==> src/rtl/seq_div8_pkg.sv <==
// Shared constants for the sequential restoring divider: default width and
// FSM state encodings.
package seq_div8_pkg;

  localparam int DIV_WIDTH = 8;

  typedef logic [1:0] state_t;

  localparam state_t ST_IDLE = 2'd0;
  localparam state_t ST_RUN  = 2'd1;
  localparam state_t ST_FIN  = 2'd2;

  function automatic int cnt_width(input int width);
    return (width > 1) ? $clog2(width) : 1;
  endfunction

endpackage

==> src/rtl/seq_div8_div_step.sv <==
// One restoring-division step: trial subtraction T - B done as T + ~B + 1,
// carry-out = 1 meaning T >= B, and the restored partial remainder.
module div_step #(
  parameter int WIDTH = 8
) (
  input  logic [WIDTH:0]   t,
  input  logic [WIDTH-1:0] b,
  output logic             c,
  output logic [WIDTH-1:0] r_next
);

  logic [WIDTH+1:0] sum;
  logic [WIDTH:0]   diff;
  logic             unused_diff_msb;

  assign sum  = {1'b0, t} + {1'b0, ~{1'b0, b}} + {{(WIDTH+1){1'b0}}, 1'b1};
  assign c    = sum[WIDTH+1];
  assign diff = sum[WIDTH:0];

  // When the subtraction succeeds the difference is below B, so its top bit is always 0.
  assign unused_diff_msb = diff[WIDTH];
  assign r_next = c ? diff[WIDTH-1:0] : t[WIDTH-1:0];

endmodule

==> src/rtl/seq_div8.sv <==
// Sequential unsigned restoring divider with a start/busy/done handshake.
// One quotient bit per cycle; results are registered when leaving FIN.
module seq_div8
  import seq_div8_pkg::*;
#(
  parameter int WIDTH = DIV_WIDTH
) (
  input  logic             clk,
  input  logic             reset,
  input  logic             start,
  input  logic [WIDTH-1:0] A,
  input  logic [WIDTH-1:0] B,
  output logic [WIDTH-1:0] Quotient,
  output logic [WIDTH-1:0] Remainder,
  output logic             busy,
  output logic             done,
  output logic             div_by_zero
);

  localparam int CNT_W = cnt_width(WIDTH);

  state_t           state;
  logic [WIDTH-1:0] rem_reg;
  logic [WIDTH-1:0] quo_reg;
  logic [WIDTH-1:0] div_reg;
  logic [CNT_W-1:0] cnt;
  logic             zero_flag;
  logic             accept;
  logic             step_c;
  logic [WIDTH-1:0] step_r;

  div_step #(.WIDTH(WIDTH)) u_step (
    .t      ({rem_reg, quo_reg[WIDTH-1]}),
    .b      (div_reg),
    .c      (step_c),
    .r_next (step_r)
  );

  // FIN accepts a new start just like IDLE, so operations can run back to back.
  assign accept = start && ((state == ST_IDLE) || (state == ST_FIN));

  always_ff @(posedge clk or posedge reset) begin
    if (reset) begin
      state       <= ST_IDLE;
      rem_reg     <= '0;
      quo_reg     <= '0;
      div_reg     <= '0;
      cnt         <= '0;
      zero_flag   <= 1'b0;
      Quotient    <= '0;
      Remainder   <= '0;
      busy        <= 1'b0;
      done        <= 1'b0;
      div_by_zero <= 1'b0;
    end else begin
      done <= 1'b0;
      case (state)
        ST_IDLE, ST_FIN: begin
          if (state == ST_FIN) begin
            done        <= 1'b1;
            Quotient    <= quo_reg;
            Remainder   <= rem_reg;
            div_by_zero <= zero_flag;
          end else if (accept) begin
            div_by_zero <= 1'b0;
          end
          if (accept) begin
            div_reg <= B;
            if (B == '0) begin
              quo_reg   <= '1;
              rem_reg   <= A;
              zero_flag <= 1'b1;
              busy      <= 1'b0;
              state     <= ST_FIN;
            end else begin
              quo_reg   <= A;
              rem_reg   <= '0;
              zero_flag <= 1'b0;
              cnt       <= CNT_W'(WIDTH - 1);
              busy      <= 1'b1;
              state     <= ST_RUN;
            end
          end else begin
            state <= ST_IDLE;
          end
        end
        ST_RUN: begin
          rem_reg <= step_r;
          quo_reg <= {quo_reg[WIDTH-2:0], step_c};
          if (cnt == '0) begin
            busy  <= 1'b0;
            state <= ST_FIN;
          end else begin
            cnt <= cnt - CNT_W'(1);
          end
        end
        default: begin
          busy  <= 1'b0;
          state <= ST_IDLE;
        end
      endcase
    end
  end

endmodule

==> config.mk <==
export PLATFORM = sky130hd
export DESIGN_NAME = seq_div8
export DESIGN_NICKNAME = d
export VERILOG_FILES = /design/src/rtl/seq_div8_pkg.sv /design/src/rtl/seq_div8_div_step.sv /design/src/rtl/seq_div8.sv
export SDC_FILE = /design/constraint.sdc
export NUM_CORES = 1
export LEC_CHECK = 0
export ABC_AREA = 0
export CELL_PAD_IN_SITES_DETAIL_PLACEMENT = 0
export CELL_PAD_IN_SITES_GLOBAL_PLACEMENT = 1
export CORE_ASPECT_RATIO = 1.25
export CORE_MARGIN = 4
export CORE_UTILIZATION = 40
export CTS_CLUSTER_DIAMETER = 80
export DETAILED_ROUTE_END_ITERATION = 6
export PLACE_DENSITY = 0.85
export REMOVE_ABC_BUFFERS = 1
export SYNTH_ARGS = -nofsm -noshare
export SYNTH_HDL_FRONTEND = slang
export SYNTH_SLANG_ARGS = --single-unit
==> constraint.sdc <==
create_clock -name clk -period 3 [get_ports clk]
set_input_delay 0.45 -clock clk [delete_from_list [all_inputs] [get_ports clk]]
set_output_delay 0.45 -clock clk [all_outputs]
set_load 0.005 [all_outputs]
== Yosys cells after proc, flatten, opt, wreduce, memory -nomap -nowiden ==
Cells that the tools add are included.

* Flip-flop bits (word level): 49
* Bits of input ports: 19
* Output and inout port bits: 19
* Logic and storage cells: 59

* Add/sub/neg operators: 3
* Eq/ne operators: 6
* Muxes and demuxes: 24
* Bitwise gates (word level): 1
* Reduce and logical (&&, ||, !) cells: 14

{| class="wikitable"
|+ Operator list
! cell !! number
|-
| 8-bit two-way mux || 5
|-
| 8-bit case mux with 2 select lines || 2
|-
| 10-bit by 1-bit adder with 10-bit output (second input constant) || 1
|-
| 9-bit by 9-bit adder with 10-bit output || 1
|-
| 2-bit AND reduction || 5
|-
| 3-bit two-way mux || 3
|-
| 8-bit inverter with 9-bit output || 1
|-
| 8-bit zero test || 1
|-
| 1-bit two-way mux || 8
|-
| 2-bit inequality test (second input constant) || 4
|-
| 2-bit two-way mux || 3
|-
| 3-bit case mux with 2 select lines || 1
|-
| 2-bit case mux with 2 select lines || 1
|-
| 4-bit AND reduction || 1
|-
| 2-bit nonzero test || 2
|-
| 3-bit zero test || 1
|-
| 3-bit by 1-bit subtractor with 3-bit output (second input constant) || 1
|-
| 2-bit by 1-bit equality test with 1-bit output (second input constant) || 1
|-
| 2-bit equality test (second input constant) || 1
|-
| 2-bit zero test || 1
|-
| 1-bit case mux with 2 select lines || 1
|-
| 2-bit OR reduction || 1
|-
| 1-bit logical AND || 1
|-
| 1-bit logical OR || 1
|}

== Depth between registers and ports, before layout ==
Gate-level depths: netlist (run 1).

* Word-level depth: 5
* Mapped depth: 9
* Gate-level depth less buffers: 9

== Cells and area by module ==
Synthesis (run 1) repeated with hierarchy kept, for this count alone.

* Cell total of the unflattened synthesis: 237
* Area, all modules: 2572.5 um^2

{| class="wikitable"
|+ By module, submodules not included
! module !! times used !! cells each !! area each (um^2) !! seq. area each (um^2)
|-
| seq_div8 || 1 || 177 || 2075.7 || 1226.2
|-
| div_step || 1 || 60 || 496.7 || 0.0
|}

== Least setup slack after synthesis (run 1) ==
OpenSTA, ideal clock, no wires.

* Path kind: register to register
* Start: register rem_reg[1]
* End: register rem_reg[5]
* Setup time: 86 ps
* Arrival time: 1901 ps
* Data required time: 2914 ps
* Path slack: 1013 ps
* Stages on the path, launching flop included: 7
* Path buffers: 0
* Clock period less this slack: 1987 ps
* Cell sequence: dfrtp_1 > ha_1 > a21oi_2 > a2111oi_4 > nor2_2 > or3b_1 > a32oi_1

* Cells in the longest elaborated chain, start to end: 4

{| class="wikitable"
|+ Ends and longest elaborated chain
! what !! line !! source
|-
| from (decl) || seq_div8.sv:23 || <nowiki>logic [WIDTH-1:0] rem_reg;</nowiki>
|-
| from (signal assigned) || seq_div8.sv:88 || <nowiki>rem_reg <= step_r;</nowiki>
|-
| 9-bit by 9-bit adder with 10-bit output || seq_div8_div_step.sv:16 || <nowiki>assign sum = {1'b0, t} + {1'b0, ~{1'b0, b}} + {{(WIDTH+1){1'b0}}, 1'b1};</nowiki>
|-
| 10-bit by 1-bit adder with 10-bit output || seq_div8_div_step.sv:16 ||
|-
| 8-bit two-way mux || seq_div8_div_step.sv:22 || <nowiki>assign r_next = c ? diff[WIDTH-1:0] : t[WIDTH-1:0];</nowiki>
|-
| 8-bit case mux with 2 select lines || seq_div8.sv:57 || <nowiki>case (state)</nowiki>
|}

Every way passes these cells.
A chain may end at the register's enable or synchronous reset.

== Worst setup path after layout (run 1) ==
* Start: register rem_reg[4]
* End: register rem_reg[5]

* Cells in the longest elaborated chain, start to end: 4

{| class="wikitable"
|+ Ends and longest elaborated chain
! what !! line
|-
| 9-bit by 9-bit adder with 10-bit output || seq_div8_div_step.sv:16
|-
| 10-bit by 1-bit adder with 10-bit output || seq_div8_div_step.sv:16
|-
| 8-bit two-way mux * || seq_div8_div_step.sv:22
|-
| 8-bit case mux with 2 select lines * || seq_div8.sv:57
|}

Every way passes the cells marked *; elsewhere a longest branch is shown, timed or not.

==> results of run 1 <==
-- final cells by class --
class	instances	area, um^2
clock buffer	5	68.8
clock inverter	2	35.0
fill	633	3030
inverter	16	60.1
multi-input combinational	208	1180
sequential	49	1230
tap	85	106
timing repair buffer	44	423
-- placed cells by master (no fill, tap or decap), drive strengths merged, types with 2 or more instances in the layout --
cell type      netlist  final
buf                  4      7
a32oi                4      4
nand3b               2      2
clkbuf               8      5
o21ai               20     20
ha                  10     10
a31oi                4      4
nand2               74     74
inv                 15     15
o22ai                8      8
nor2                25     25
xor2                 2      2
nor2b                2      2
dfrtp               49     49
clkdlybuf4s50        0     37
and3                 4      4
or4                  2      2
nand3                6      6
a211oi               3      3
a21oi               18     18
mux2i                3      3
nand2b               8      8
clkinv               1      2
a21o                 2      2
-- metrics by stage --
stage | setup WS (ns) | power (uW) | utilization (%)
detailed placement | 0.592 | 3000 | 48.9
global route | 0.596 | 3780 | 50.6
floorplan | 0.927 | 2400 | -
CTS | 0.785 | 3460 | 50.6
finish | 0.771 | 3430 | 50.6
global placement | 0.637 | 2960 | 48.9
-- cells in the mapped netlist (3+ instances only) --
cell | count | area [um^2]
o21ai_0 | 18 | 90.1
nand2b_1 | 8 | 50.1
dfrtp_1 | 49 | 1230
a211oi_1 | 3 | 22.5
o22ai_1 | 8 | 50.1
a21oi_1 | 17 | 85.1
inv_1 | 15 | 56.3
mux2i_1 | 3 | 30.0
a32oi_1 | 4 | 35.0
nand3_1 | 6 | 30.0
and3_1 | 4 | 25.0
nor2_1 | 24 | 90.1
ha_1 | 10 | 125
a31oi_1 | 4 | 25.0
clkbuf_1 | 8 | 30.0
nand2_1 | 74 | 278
-- worst max-delay path, stage by stage, from the launching register on --
cell and delay, ns:
dfrtp_1 0.45, ha_1 0.44, nand2_1 0.14, a2111oi_4 0.36
nor2_2 0.19, or3b_1 0.40, a32oi_1 0.16
-- path summary, 6_finish.rpt --
check | from | end | slack (ns) | cells past startpoint
max | rem_reg[4] | rem_reg[5] | 0.77 | 6
min | cnt[0] | cnt[0] | 0.47 | 1
max reg2reg | rem_reg[4] | rem_reg[5] | 0.77 | 6
min reg2reg | cnt[0] | cnt[0] | 0.47 | 1
max in group asynchronous | reset | div_reg[7] | 1.96 | 3
min in group asynchronous | reset | Quotient[1] | 0.62 | 3
-- layer usage --
metal	vias up	part of all wire (%)
li1	1043	-
met1	961	43
met2	45	51
met3	7	5.0
met4	0	1.6
met5	-	0
-- kinds of logic after synthesis --
group,after synthesis
adders and majority gates,11
muxes,3
buffers and inverters,28
and+or+nand+nor,127
xor gates and xnor gates,2
AOI/OAI and AO/OA,65
DFF,49
-- report_power, final --
part / switching [uW] / total [uW] / internal [uW]
Combinational: 977 / 1810 / 836
Clock: 216 / 459 / 243
Sequential: 196 / 1150 / 958
Total: 1390 / 3430 / 2040
==> reports/qor.yml, run 1 <==
synth_top_family_by_area: "simple AND/OR/NAND/NOR gates"
period_needed_ns: 2.23
synth_edf_count: 0
ys_seq_elements: 49
timing.hold.ws_ns: 0.473
num_antenna_cells: 0
maxCapViolations: 0
port_buffers: 37
outcome: "finished clean"
synth_mux_area_share_pct: 1.19
final_max_slew_viol_count: 0
met3_usage_pct: 2.79
cts_max_level: 2
final_cells: 409
area_growth_pct: 23.3
yosys.area_share.adder_pct: 5.77
clk_pin_slew_ns: 0.09
cts-root-buf: "clkbuf_8"
crit_arrival_ns: 2.45
tns_ns: 0
ctsHoldBuffers: 0
cts_buffers: 5
period_share_pct: 74.3
drc_errors: 0
worst-setup-path-type: "flop to flop"
worst_slew_pin_slew_ns: 0.621
core.rowCount: 32
synth_compound_area_share_pct: 17.0
dpl.cell_count: 402
vias: 2056
final_nets: 354
finalClockSkew_ns: 0.00699
layout-drive-gt1-share_pct: 7.41
post_drt_wl_per_cell_um: 14.0
cp-start-kind: "flop"
routed_wl_um: 5740
antenna_left: 0
netlist_instances: 285
slew_headroom_pct: 58.6
numClockSinks: 49
synthSimpleGateAreaFrac_pct: 22.3
async_flop_share_pct: 100
initialDrtViolationCount: 107
viasPerCell: 5.03
antenna_found_initial: 0
core-area_um2: 6130
worstHoldPathType: "flop to flop"
hold_violations: 0
dr.pass1.iters: 4
fin_area_um2: 3100
crit_fanout: 10
place_area_um2: 3000
overflow: 0
busiest_layer: "met2"
yosysUniqueCellTypes: 40
postCtsSetupRepairBufs: 0
cts_tree: "done"
cts_resized: 0
cp_data_required_time_ns: 3.22
grt_pass1_vias: 2021
setup_viol: 0
power_leakage_uw: 0.00142
rsz0062_at_grt: "false"
max_freq_mhz: 449
hpwl_um: 4100
gp_congestion: 0.883
io_pins: 38
track_usage_pct: 16.2
ys_seq_area_share_pct: 48.8
met2_usage_pct: 28.6
synth_warnings: 0
synth_area_um2: 2510
endpoint_kind: "flop"
die_x_um: 78.9
cts_buffer_depth: 2
met1_usage_pct: 20.1
yosys.area_share.xor_xnor_pct: 0.697
syn_area_per_cell_um2: 8.82
die_h_um: 96.7
grt_max_degree: 50
vdd_drop_max_mv: 0.383
powerDensity_nw_per_um2: 1110
synth_ff_type: "dfrtp_1"
die_area_um2: 7630
start_util_pct: 41.1
grt_pass1_wl_um: 9860
clock_latency_ns: 0.30
(Power assumes the default switching activity.)
==> run 2: changes to the inputs <==
==> constraint.sdc (replaced) <==
create_clock -name clk -period 2.26 [get_ports clk]
set_input_delay 0.339 -clock clk [delete_from_list [all_inputs] [get_ports clk]]
set_output_delay 0.339 -clock clk [all_outputs]
set_load 0.005 [all_outputs]
==> run 2 against run 1 <==
Against the previous run: final cell count grew 3.4%; worst setup slack lost 0.65 ns; maximum frequency grew 4.4%; routed wire length grew 7.1%; non-clock buffer count grew 13; register-to-register slack lost 0.65 ns; clock-buffer cell count grew 2; critical path type unchanged.
==> reports/qor.yml, run 2 (synthesis gave the netlist of run 1 again) <==
grt_max_degree: 31  # -38%
crit_arrival_ns: 2.38  # -0.07 ns
crit_fanout: 8  # -2
hpwl_um: 4480  # +9.3%
antenna_found_initial: 0  # unchanged
ctsHoldBuffers: 0  # unchanged
clk_pin_slew_ns: 0.09  # about the same
final_cells: 423  # +3.4%
cp_num_buf_inv: 1  # +1
grt_pass1_vias: 2171  # +7.4%
track_usage_pct: 17.2  # +1.0 points
worst_slew_pin_slew_ns: 0.474  # -0.147 ns
final_max_slew_viol_count: 0  # unchanged
cp_data_required_time_ns: 2.51  # -0.71 ns
worst-setup-path-type: "flop to flop"
num_antenna_cells: 0  # unchanged
cts_tree: "done"
vdd_drop_max_mv: 0.659  # +72%
start_util_pct: 41.1  # unchanged
timing.hold.ws_ns: 0.366  # -0.107 ns
final_cell_mix: "nand2_1 (74), dfrtp_1 (49), clkdlybuf4s50_1 (37), nor2_1 (24)"
layout_commonest_cell: "nand2_1"
final_nets: 367  # +3.7%
hold_violations: 0  # unchanged
post_drt_wl_per_cell_um: 14.5  # +3.6%
outcome: "finished clean"
setup_viol: 0  # unchanged
vias: 2145  # +4.3%
viasPerCell: 5.07  # +0.88%
cts-root-buf: "clkbuf_8"
cts_buffer_depth: 2  # unchanged
cts_buffers: 5  # unchanged
port_buffers: 37  # unchanged
period_share_pct: 94.5  # +20 points
clock_latency_ns: 0.30  # about the same
die_x_um: 78.9  # unchanged
cts_max_level: 2  # unchanged
cp_top_family: "compound AO/OA/AOI/OAI gates"
maxCapViolations: 0  # unchanged
finalClockSkew_ns: 0.00745  # +0.000458 ns
routed_wl_um: 6140  # +7.1%
dr.pass1.iters: 5  # +1
die_h_um: 96.7  # unchanged
grt_pass1_wl_um: 10500  # +6.4%
numClockSinks: 49  # unchanged
core-area_um2: 6130  # unchanged
core.rowCount: 32  # unchanged
endpoint_kind: "flop"
cp_slowest_cell: "dfrtp_1"
gp_congestion: 0.841  # -4.8%
overflow: 0  # unchanged
antenna_left: 0  # unchanged
path_cells: "ha_1 -> a21oi_1 -> o221ai_1 -> nor2_4 -> buf_12 -> mux2i_1 -> a21o_1"
slew_headroom_pct: 68.2  # +9.6 points
power_leakage_uw: 0.00150  # +5.5%
initialDrtViolationCount: 121  # +13%
powerDensity_nw_per_um2: 1520  # +37%
drc_errors: 0  # unchanged
io_pins: 38  # unchanged
dpl.cell_count: 413  # +2.7%
cpPeakStageDelay_ns: 0.41  # -0.04 ns
layout-drive-gt1-share_pct: 11.2  # +3.8 points
die_area_um2: 7630  # unchanged
worstHoldPathType: "primary input to asynchronous set/reset pin"
period_needed_ns: 2.14  # -0.0931 ns
cp-start-kind: "flop"
area_growth_pct: 29.9
max_freq_mhz: 468  # +4.4%
-- run 2: repair_timing --
action,CTS,global route
gates resized for setup,0,4
setup buffers,0,2
endpoints found under the setup margin,0,3
-- run 2: worst paths after layout --
check | startpoint | endpoint | slack [ns] | cells after the start
worst max-delay path | rem_reg[5] | rem_reg[0] | 0.12 | 7
worst min-delay path | reset | quo_reg[7] | 0.37 | 2
worst max register to register | rem_reg[5] | rem_reg[0] | 0.12 | 7
worst min register to register | cnt[0] | cnt[0] | 0.47 | 1
max in group asynchronous | reset | zero_flag | 1.38 | 3
min in group clk | cnt[0] | cnt[0] | 0.47 | 1
-- run 2: final cells by class --
type	instances	area, um^2
Clock buffer	7	86.3
Sequential cell	49	1230
Tap cell	85	106
Fill cell	572	2860
Multi-Input combinational cell	208	1200
Timing Repair Buffer	57	558
Clock inverter	1	30.0
Inverter	16	60.1
-- run 2: power by group --
part,internal (uW),switching (uW),total (uW)
Combinational,1360,1440,2800
Sequential,1270,229,1500
Clock,361,294,655
-- run 2: worst register-to-register path: stages, from the launching register on --
cell and delay (ns):
dfrtp_1 0.41, ha_1 0.36, a21oi_1 0.24, o221ai_1 0.26, nor2_4 0.31, buf_12 0.14
mux2i_1 0.23, a21o_1 0.14
-- run 2: routing by layer --
metal,track usage (%),share of wire [%]
met5,0,0
met4,5.69,2.1
met3,2.79,4.4
met2,29.7,51
met1,21.7,42
-- run 2: metrics by stage --
step / utilization [%] / total power [uW] / worst slack, ns / setup TNS (ns) / instance area (um^2)
after global placement: 50.7 / 4140 / 0.144 / 0 / 3100
after detailed placement: 50.7 / 4160 / 0.101 / 0 / 3100
after floorplan: - / 3190 / 0.245 / 0 / 2470
after CTS: 52.6 / 4830 / 0.125 / 0 / 3220
after global routing: 53.3 / 5430 / -0.000736 / -0.000736 / 3270
final: 53.3 / 4950 / 0.124 / 0 / 3270
==> run 3: changes to the inputs <==
--- a/config.mk
+++ b/config.mk
@@ -8,12 +8,11 @@
 export ABC_AREA = 0
 export CELL_PAD_IN_SITES_DETAIL_PLACEMENT = 0
 export CELL_PAD_IN_SITES_GLOBAL_PLACEMENT = 1
-export CORE_ASPECT_RATIO = 1.25
 export CORE_MARGIN = 4
 export CORE_UTILIZATION = 40
 export CTS_CLUSTER_DIAMETER = 80
 export DETAILED_ROUTE_END_ITERATION = 6
-export PLACE_DENSITY = 0.85
+export PLACE_DENSITY_LB_ADDON = 0.05
 export REMOVE_ABC_BUFFERS = 1
 export SYNTH_ARGS = -nofsm -noshare
 export SYNTH_HDL_FRONTEND = slang
==> run 3 against run 2 <==
Against the previous run: sequential power hardly changed; clock power up 3.2%; clock skew increased by 0.0030 ns; power is 1.8% lower; via count fell by 1.9%; cell area is 1.0% lower; critical path type unchanged; largest power group unchanged.
==> reports/qor.yml, run 3 (synthesis gave the netlist of run 1 again) <==
power_leakage_uw: 0.00150  # -0.33%
outcome: "finished clean"
ctsHoldBuffers: 0  # unchanged
core-area_um2: 6030  # -1.6%
hold_violations: 0  # unchanged
port_buffers: 37  # unchanged
drc_errors: 0  # unchanged
period_needed_ns: 2.15  # +0.00924 ns
final_nets: 367  # unchanged
cts_max_level: 2  # unchanged
cts_buffer_depth: 2  # unchanged
pre_cts_ws_ns: 0.0861  # -0.0151 ns
dr.pass1.iters: 4  # -1
cpPeakStageDelay_ns: 0.49  # +0.08 ns
cp_num_buf_inv: 0  # -1
vias: 2105  # -1.9%
vdd_drop_max_mv: 0.714  # +8.2%
die_h_um: 87.3  # -9.7%
n_fill_cell: 588  # +2.8%
finalClockSkew_ns: 0.0105  # +0.00302 ns
multi_input_area_um2: 1190  # -1.0%
antenna_left: 0  # unchanged
hpwl_um: 4450  # -0.79%
slew_headroom_pct: 63.1  # -5.1 points
area_growth_pct: 28.5
maxCapViolations: 0  # unchanged
worstHoldPathType: "primary input to asynchronous set/reset pin"
track_usage_pct: 17.4  # +0.24 points
overflow: 0  # unchanged
max_freq_mhz: 466  # -0.43%
initialDrtViolationCount: 96  # -21%
start_util_pct: 41.7  # +0.68 points
final_cell_mix: "nand2_1 (74), dfrtp_1 (49), clkdlybuf4s50_1 (37), nor2_1 (24), buf_4 (18)"
postCtsSetupRepairBufs: 0  # unchanged
die_area_um2: 7620  # -0.11%
cp_data_required_time_ns: 2.49  # -0.02 ns
fin_area_um2: 3230  # -1.0%
powerDensity_nw_per_um2: 1510  # -0.73%
worst-setup-path-type: "flop to flop"
gp_congestion: 0.888  # +5.6%
final_max_slew_viol_count: 0  # unchanged
post_drt_wl_per_cell_um: 14.7  # +0.90%
r2r_start: "rem_reg[1]"
layout_commonest_cell: "nand2_1"
r2r_slack_ns: 0.11  # about the same
rsz0062_at_grt: "true"
cp_slowest_cell: "a2111oi_4"
setup_viol: 0  # unchanged
path_cells: "ha_1 -> a21oi_2 -> a2111oi_4 -> nor2_4 -> or3b_1 -> a32oi_1"
cts_resized: 0  # unchanged
clk_pin_slew_ns: 0.10  # about the same
layout_setup_ws_ns: 0.115  # -0.00924 ns
layout-drive-gt1-share_pct: 11.2  # unchanged
worst_slew_pin_slew_ns: 0.550  # +0.0756 ns
cts_tree: "done"
place_area_um2: 3110  # about the same
cts-root-buf: "clkbuf_8"
endpoint_kind: "flop"
cp_top_family: "compound AO/OA/AOI/OAI gates"
crit_arrival_ns: 2.37  # about the same
crit_fanout: 10  # +2
period_share_pct: 94.9  # +0.41 points
grt_pass1_wl_um: 10300  # -1.6%
die_x_um: 87.3  # +11%
routed_wl_um: 6050  # -1.5%
core.rowCount: 28  # -13%
timing.hold.ws_ns: 0.371  # +0.00548 ns
crit_start: "rem_reg[1]"
seq_area_um2: 1230  # unchanged
viasPerCell: 5.10  # +0.51%
clock_latency_ns: 0.31  # about the same
grt_max_degree: 50  # +61%
grt_pass1_vias: 2073  # -4.5%
numClockSinks: 49  # unchanged
cp-start-kind: "flop"
cts_buffers: 5  # unchanged
io_pins: 38  # unchanged
num_antenna_cells: 0  # unchanged
antenna_found_initial: 0  # unchanged
run 3: changes by cell type in the layout (fill, tap and decap cells not counted), sizes merged:
| cell | change |
|---|---|
| clkinvlp | +1 |
| clkbuf | -1 |
run 3: report_power, final:
group          switching [uW]  total [uW]  internal [uW]
sequential                218        1490           1270
combinational            1410        2700           1290
clock                     316         676            361
run 3: worst paths after layout:
check                                    to  depth (start not counted)
min in group clk                     cnt[0]                          1
max in group asynchronous        rem_reg[5]                          3
worst min register to register       cnt[0]                          1
worst min-delay path            Quotient[1]                          3
worst max-delay path             rem_reg[5]                          6
worst max register to register   rem_reg[5]                          6
run 3: stage by stage:
step | TNS, ns | cells | util, % | power [uW]
floorplan | 0 | 273 | - | 3190
global placement | 0 | 405 | 51.6 | 4170
detailed placement | 0 | 405 | 51.6 | 4200
CTS | 0 | 413 | 53.6 | 4900
global route | -0.0144 | 413 | 53.6 | 5330
finish | 0 | 413 | 53.6 | 4870
run 3: area by class of cell:
class | count | area share [%]
Sequential cell | 49 | 37.9
Multi-Input combinational cell | 208 | 36.7
Tap cell | 75 | 2.90
Clock inverter | 2 | 1.16
Inverter | 16 | 1.86
Timing Repair Buffer | 57 | 16.9
Clock buffer | 6 | 2.56
run 3: worst register-to-register path: stages (launching register included):
cell	delay, ns
dfrtp_1	0.39
ha_1	0.39
a21oi_2	0.11
a2111oi_4	0.49
nor2_4	0.14
or3b_1	0.40
a32oi_1	0.15
run 3: metal layers:
metal  vias up  track usage, %  share of wire, %
met5         -               0                 0
li1       1076               -                 -
met1       987            23.2                48
met3         8            3.50               4.0
met4         0            5.44               2.0
met2        34            28.6                46
